$ cat src/rtl/move_sequencer.sv
// Central 2048 game controller: arbitrates direction buttons, sequences
// move/spawn/evaluate for each turn, and owns new-game setup and end states.
module move_sequencer #(
  parameter int TIMEOUT_CYCLES = 1024,
  parameter int INIT_SPAWNS    = 2
) (
  input  logic        clk,
  input  logic        rst,
  input  logic        btn_up,
  input  logic        btn_down,
  input  logic        btn_left,
  input  logic        btn_right,
  input  logic [63:0] board,
  input  logic [63:0] moved_board,
  input  logic        move_done,
  input  logic        spawn_done,
  input  logic        game_over,
  input  logic        game_complete,
  output logic        board_clr,
  output logic        move_start,
  output logic [1:0]  move_dir,
  output logic        spawn_req,
  output logic        busy,
  output logic        win,
  output logic        lose,
  output logic        err_timeout,
  output logic [15:0] move_count,
  output logic [2:0]  state_o
);

  localparam int TW  = (TIMEOUT_CYCLES > 1) ? $clog2(TIMEOUT_CYCLES) : 1;
  localparam int SCW = (INIT_SPAWNS > 1) ? $clog2(INIT_SPAWNS) : 1;

  typedef enum logic [2:0] {
    S_INIT  = 3'd0,
    S_IDLE  = 3'd1,
    S_MOVE  = 3'd2,
    S_SPAWN = 3'd3,
    S_EVAL  = 3'd4,
    S_WIN   = 3'd5,
    S_LOSE  = 3'd6
  } state_t;

  // New-game setup runs clear, then a request/wait loop per initial tile
  typedef enum logic [1:0] {
    P_CLR  = 2'd0,
    P_REQ  = 2'd1,
    P_WAIT = 2'd2
  } init_phase_t;

  state_t      state, state_n;
  init_phase_t phase, phase_n;
  logic [SCW-1:0] spawn_cnt, spawn_cnt_n;
  logic [TW-1:0]  timer, timer_n;
  logic [63:0]    snapshot, snapshot_n;
  logic [1:0]     dir_n;
  logic [15:0]    count_n;
  logic           err_n, clr_n, start_n, sreq_n;
  logic           any_btn, timer_hit;

  assign any_btn   = btn_up | btn_down | btn_left | btn_right;
  assign timer_hit = (timer == TW'(TIMEOUT_CYCLES - 1));
  assign state_o   = state;

  always_ff @(posedge clk) begin
    if (rst) begin
      state       <= S_INIT;
      phase       <= P_CLR;
      spawn_cnt   <= '0;
      timer       <= '0;
      snapshot    <= '0;
      move_dir    <= 2'b00;
      move_count  <= '0;
      err_timeout <= 1'b0;
      board_clr   <= 1'b0;
      move_start  <= 1'b0;
      spawn_req   <= 1'b0;
      busy        <= 1'b1;
      win         <= 1'b0;
      lose        <= 1'b0;
    end else begin
      state       <= state_n;
      phase       <= phase_n;
      spawn_cnt   <= spawn_cnt_n;
      timer       <= timer_n;
      snapshot    <= snapshot_n;
      move_dir    <= dir_n;
      move_count  <= count_n;
      err_timeout <= err_n;
      board_clr   <= clr_n;
      move_start  <= start_n;
      spawn_req   <= sreq_n;
      busy        <= (state_n != S_IDLE);
      win         <= (state_n == S_WIN);
      lose        <= (state_n == S_LOSE);
    end
  end

  // The timer only advances while waiting for a done pulse; every other path leaves it at zero
  always_comb begin
    state_n     = state;
    phase_n     = phase;
    spawn_cnt_n = spawn_cnt;
    timer_n     = '0;
    snapshot_n  = snapshot;
    dir_n       = move_dir;
    count_n     = move_count;
    err_n       = err_timeout;
    clr_n       = 1'b0;
    start_n     = 1'b0;
    sreq_n      = 1'b0;

    case (state)
      S_INIT: begin
        case (phase)
          P_CLR: begin
            clr_n       = 1'b1;
            spawn_cnt_n = '0;
            phase_n     = P_REQ;
          end
          P_REQ: begin
            sreq_n  = 1'b1;
            phase_n = P_WAIT;
          end
          P_WAIT: begin
            if (spawn_done) begin
              if (spawn_cnt == SCW'(INIT_SPAWNS - 1)) begin
                state_n = S_IDLE;
              end else begin
                spawn_cnt_n = spawn_cnt + 1'b1;
                sreq_n      = 1'b1;
              end
            end else if (timer_hit) begin
              err_n   = 1'b1;
              state_n = S_IDLE;
            end else begin
              timer_n = timer + 1'b1;
            end
          end
          default: phase_n = P_CLR;
        endcase
      end
      S_IDLE: begin
        if (any_btn) begin
          state_n    = S_MOVE;
          start_n    = 1'b1;
          snapshot_n = board;
          if (btn_up)        dir_n = 2'b00;
          else if (btn_down) dir_n = 2'b01;
          else if (btn_left) dir_n = 2'b10;
          else               dir_n = 2'b11;
        end
      end
      S_MOVE: begin
        if (move_done) begin
          if (moved_board == snapshot) begin
            state_n = S_IDLE;
          end else begin
            if (move_count != 16'hFFFF) count_n = move_count + 16'd1;
            sreq_n  = 1'b1;
            state_n = S_SPAWN;
          end
        end else if (timer_hit) begin
          err_n   = 1'b1;
          state_n = S_IDLE;
        end else begin
          timer_n = timer + 1'b1;
        end
      end
      S_SPAWN: begin
        if (spawn_done) begin
          state_n = S_EVAL;
        end else if (timer_hit) begin
          err_n   = 1'b1;
          state_n = S_IDLE;
        end else begin
          timer_n = timer + 1'b1;
        end
      end
      S_EVAL: begin
        if (game_complete)  state_n = S_WIN;
        else if (game_over) state_n = S_LOSE;
        else                state_n = S_IDLE;
      end
      S_WIN, S_LOSE: begin
        if (any_btn) begin
          state_n = S_INIT;
          phase_n = P_CLR;
          count_n = '0;
          err_n   = 1'b0;
        end
      end
      default: begin
        state_n = S_INIT;
        phase_n = P_CLR;
      end
    endcase
  end

endmodule

$ cat config.mk
export PLATFORM = sky130hd
export DESIGN_NAME = move_sequencer
export DESIGN_NICKNAME = d
export VERILOG_FILES = /design/src/rtl/move_sequencer.sv
export SDC_FILE = /design/constraint.sdc
export NUM_CORES = 1
export LEC_CHECK = 0
export ABC_AREA = 1
export CAP_MARGIN = 15
export CORE_MARGIN = 1
export CORE_UTILIZATION = 40
export CTS_CLUSTER_SIZE = 28
export DETAILED_ROUTE_END_ITERATION = 8
export GPL_TIMING_DRIVEN = 0
export PLACE_DENSITY = 0.7
export SLEW_MARGIN = 20
export SYNTH_ARGS = -nofsm -noshare
export SYNTH_HDL_FRONTEND = slang
export SYNTH_SLANG_ARGS = --single-unit
$ cat constraint.sdc
create_clock -name clk -period 3.6 [get_ports clk]
set_input_delay 0.36 -clock clk [delete_from_list [all_inputs] [get_ports clk]]
set_output_delay 0.36 -clock clk [all_outputs]
set_load 0.05 [all_outputs]
**Word level (Yosys, flattened, before mapping)**

Index checks and enable logic that the tools add are counted.

- Register bits after elaboration: 105
- Logic and storage cells: 104
- Output and inout bits: 28
- Input port bits: 138

- Bitwise logic cells: 6
- Reductions and logical operators: 14
- Add/subtract/negate cells: 3
- Multiplexer cells: 45
- Equal/unequal tests: 22

Operator list:

| cell | count |
|---|---|
| 64-bit equality test | 1 |
| 16-bit two-way mux | 4 |
| 10-bit two-way mux | 4 |
| 16-bit one-hot mux with 2 select lines | 1 |
| 3-bit two-way mux | 10 |
| 10-bit one-hot mux with 3 select lines | 1 |
| 3-bit one-hot mux with 6 select lines | 1 |
| 16-bit by 1-bit adder with 16-bit output, second input constant | 1 |
| 16-bit != test, second input constant | 1 |
| 3-bit equality test, second input constant | 5 |
| 1-bit two-way mux | 14 |
| 2-bit != test, second input constant | 7 |
| 2-bit one-hot mux with 3 select lines | 2 |
| 10-bit by 1-bit adder with 10-bit output, second input constant | 1 |
| 10-bit equality test, second input constant | 1 |
| 2-bit two-way mux | 4 |
| 3-bit by 2-bit equality test with 1-bit output, second input constant | 2 |
| 1-bit one-hot mux with 2 select lines | 3 |
| 3-bit AND reduction | 2 |
| 2-bit OR reduction | 3 |
| 5-bit AND reduction | 1 |
| 1-bit one-hot mux with 4 select lines | 1 |
| 4-bit AND reduction | 1 |
| 2-bit nonzero test | 2 |
| 13 further kinds | 17 |

**Longest topological paths before layout**

- Depth after elaboration: 6
- Gate-level depth with buffers: 14

**Least setup slack after synthesis**

No wires, ideal clock.

- Path kind: reg2reg
- Start: register move_count[1]
- End: register move_count[11]
- Arrival time: 2.078 ns
- Cell stages (with the launch flop): 12
- Library setup time: 0.132 ns
- Clock period less this slack: 2.210 ns
- Slack: 1.390 ns
- Required time: 3.468 ns
- Path through: dfxtp_1 ha_1 nand2_1 nor3_4 nand2_1 nor2_2 nand4_2 nand3_2 nand2_2 buf_6 nand2_1 a21oi_1

- Longest elaborated chain between the ends: 5
- Elaborated cells between the ends (all ways): 8

RTL lines:

| what | line | text |
|---|---|---|
| start: declaration | 27 | `output logic [15:0] move_count,` |
| start signal: assignment | 88 | `move_count <= count_n;` |
| 16-bit by 1-bit adder with 16-bit output | 159 | `if (move_count != 16'hFFFF) count_n = move_count + 16'd1;` |
| 16-bit two-way mux | 159 |  |
| 16-bit two-way mux | 156 | `if (moved_board == snapshot) begin` |
| 16-bit two-way mux | 155 | `if (move_done) begin` |
| 16-bit one-hot mux with 2 select lines | 113 | `case (state)` |

Parallel ways exist; a longest one is shown, timed or not. The select of a mux whose other input is x is not followed.
A chain may end at the register's enable or synchronous reset.

**Worst setup path in the final report**

- Start: register move_count[0]
- End: register move_count[15]

The elaborated chain is that of the path after synthesis.

==> results.md <==
* Outcome: completed
* Ranking of synthesized cells by area: dfxtp_1 38%, nand2_1 14%, nor2_1 13%, inv_1 6.7%, o21ai_0 6.4%
* Die width at 120 µm
* Fin Setup TNS at 0 ns
* Footprint of the multi-input gates at 0.00287 mm²
* Chip height at 120 µm
* Critical Path Start Type: flip-flop
* First-pass GRT wire length at 25.3 mm
* Complex-gate fraction of the synthesized area at 13.1%
* Hold path cells at 1
* Total power at 2.56 mW
* HP Class: reg -> reg
* RSZ-0062 raised after global routing: false
* Synth Area per Inst at 6.25 µm²
* Setup-failing EPs final at 0
* Nets at 1,210
* Netlist Area Pre-Place at 0.00557 mm²
* Number of port buffers at 164
* Min Clock Period, post-route at 2.13 ns
* WL per Instance at 12.4 µm
* Gate count of the mapped netlist at 891
* Final Instance Area at 0.00770 mm²
* Crit path largest cell delay at 0.44 ns
* Peak VDD IR at 0.000178 V
* Initial Utilization at 41.5%
* N_diodes at 0
* Core Footprint at 0.0134 mm²
* Worst-path fanout max at 10
* Reg-to-Reg End: move_count[15]
* Syn Nets at 1,035
* Commonest non-fill, non-tap cells in the layout: 208 x nand2_1, 193 x nor2_1, 164 x clkdlybuf4s50_1, 105 x dfxtp_1, 100 x inv_1
* Worst min-delay path startpoint: timer[0]
* Most common cell after layout, fill and taps aside: nand2_1
* Grt ovf at 0
* Netlist cell types at 33
* Largest family of logic cells by synthesized area: simple AND/OR/NAND/NOR gates
* Post-DRT Antenna Nets at 0
* Worst path most repeated cell: nand2_1
* Vias in the first global route at 5,222
* Worst hold endpoint: timer[0]
* Worst-Margin Slew at 0.561 ns
* Final Hold Fails at 0
* CTS Sinks at 105
* First-pass iteration count of the detailed router at 5
* Synthesized flop and latch total at 105
* Post-cts hold buffer count at 0
* Leak at 3.28 nW
* GP Congestion at 0.900
* Post-CTS setup buffer count at 0
* FF/Latch Area at 0.00210 mm²
* Largest net degree at the start of global routing at 16
* CP Class: reg -> reg
* Origin of the critical flop-to-flop path: move_count[0]
* Num rows at 42
* DR iter-0 viols at 251
* Layout cells sized above 1 at 4.39%
* Max-Cap Viols at 0
* Dpl cell area at 0.00743 mm²
* CP Capture Type: flip-flop
* Ports at 166
* Max Root-Sink Buffers at 2
* PwrDens at 332 mW/mm²
* Initial antenna violation count at 0
* CTS clk-pin slew, worst paths at 0.07 ns
* CTS tree: done
* Max-slew violations at 0
* Reg-to-reg slack, setup at 1.47 ns
* CTS root buf: clkbuf_16
* R2R cell count at 11
* Post-synthesis xor/xnor area fraction at 4.25%
* Final Routed Wirelength at 15.5 mm
* Tot GR Track Use at 22.4%
* CTS buffer count at 9
* Post-synthesis simple-gate area fraction at 32.8%
* H-tree depth reported by CTS at 3
* Skew-Pair Late Insertion Delay at 0.35 ns
* Synthesis-to-finish area growth at 38.4%
* # DRC at 0
* Critical path data arrival time at 2.35 ns
* Fin crit share at 59.3%
* F_max at 0.468 GHz
* Mux contribution to synthesized area at 0%
* Slew Limit Headroom at 62.6%
* Yosys top cell area share at 37.8%
* Worst path cell trace: ha_1, nand2_1, nor3_4, nand2_1, nor2_2, nand4_2, nand3_2, nand2_2, buf_6, nand2_1, a21oi_1
* PnR worst setup slack at 1.47 ns
* Data required time of the critical path at 3.82 ns
* Die Area at 0.0144 mm²
* Sequential area share after synthesis at 37.8%
* Synth Area in Adders at 1.35%
* CTS resizes at 0
* Layout fillers at 1,320
* Ys Warns at 0
* Vias per inst at 4.62
* Synth area leader: dfxtp_1
* Hpwl dp at 12.0 mm
* Setup Skew at 0.00622 ns
* Routed vias at 5,756
* Critical-path top delay cell: dfxtp_1
* Worst slack at placement at 1.06 ns
## final cells by class
type                            count  area share [%]
Multi-Input combinational cell    631            37.2
Sequential cell                   105            27.3
Timing Repair Buffer              164            21.3
Inverter                          125            6.09
Clock buffer                       14            3.43
Tap cell                          176            2.86
Buffer                             30            1.69
Clock inverter                      2           0.162
## state kept, by name (all words and copies together), names as in the netlist, 2 cells and up
signal      cells
state_o         3
snapshot       64
move_dir        2
timer          10
move_count     16
phase           2
## through the flow
stage,utilization [%],hold slack [ns],std cells
5_1_grt,57.5,0.482,1247
4_1_cts,57.5,0.454,1247
3_3_place_gp,55.4,0.433,1231
6_report,57.5,0.456,1247
2_1_floorplan,-,0.418,891
3_5_place_dp,55.4,0.440,1231
## cell families after synthesis
family	count (synthesis)
AND/OR/NAND/NOR	456
buffers and inverters	155
AO/OA/AOI/OAI	142
flip-flops	105
XOR/XNOR	27
adder cells (fa/ha/maj)	6
## layer usage
| layer | GRT usage, % | part of all wire [%] |
|---|---|---|
| met4 | 10.5 | 2.8 |
| met2 | 34.7 | 43 |
| met3 | 3.28 | 4.7 |
| met1 | 30.3 | 50 |
| met5 | 0 | 0 |
## worst max-delay path, delay by kind of cell, from the launching register on
kind	cells	cell delay [ns]
compound gates	1	0.05
simple gates	8	1.11
flops	1	0.44
fa+ha+maj	1	0.24
buf+inv	1	0.16
## power breakdown
| group | switching (mW) | internal (mW) | total, mW |
|---|---|---|---|
| sequential | 0.0145 | 1.19 | 1.20 |
| combinational | 0.197 | 0.225 | 0.422 |
| clock | 0.432 | 0.508 | 0.940 |
## worst max-delay path by stage
stage,start,end,slack [ns],cells past startpoint
finish,move_count[0],move_count[15],1.47,11
global route,btn_down,snapshot[37],1.21,8
CTS,state_o[2],snapshot[37],1.41,7
floorplan,move_count[1],move_count[11],1.39,11
detailed placement,btn_down,snapshot[37],1.06,8
global placement,btn_down,snapshot[37],1.08,8
## cells in the mapped netlist, drive strengths merged
library cell and number:
inv 121, clkinv 4, o2111ai 1, o21a 1, nor4 1, xor2 25, nor2 196, nand2 209
nor3 9, a21oi 62, xnor2 2, nor3b 4, nand3 31, nand4 4, ha 6, dfxtp 105
clkbuf 24, buf 6, a211oi 1, o21ai 74, a31oi 2, o21ba 1, or2 2
Note: power is estimated with default switching activity, not from simulation.
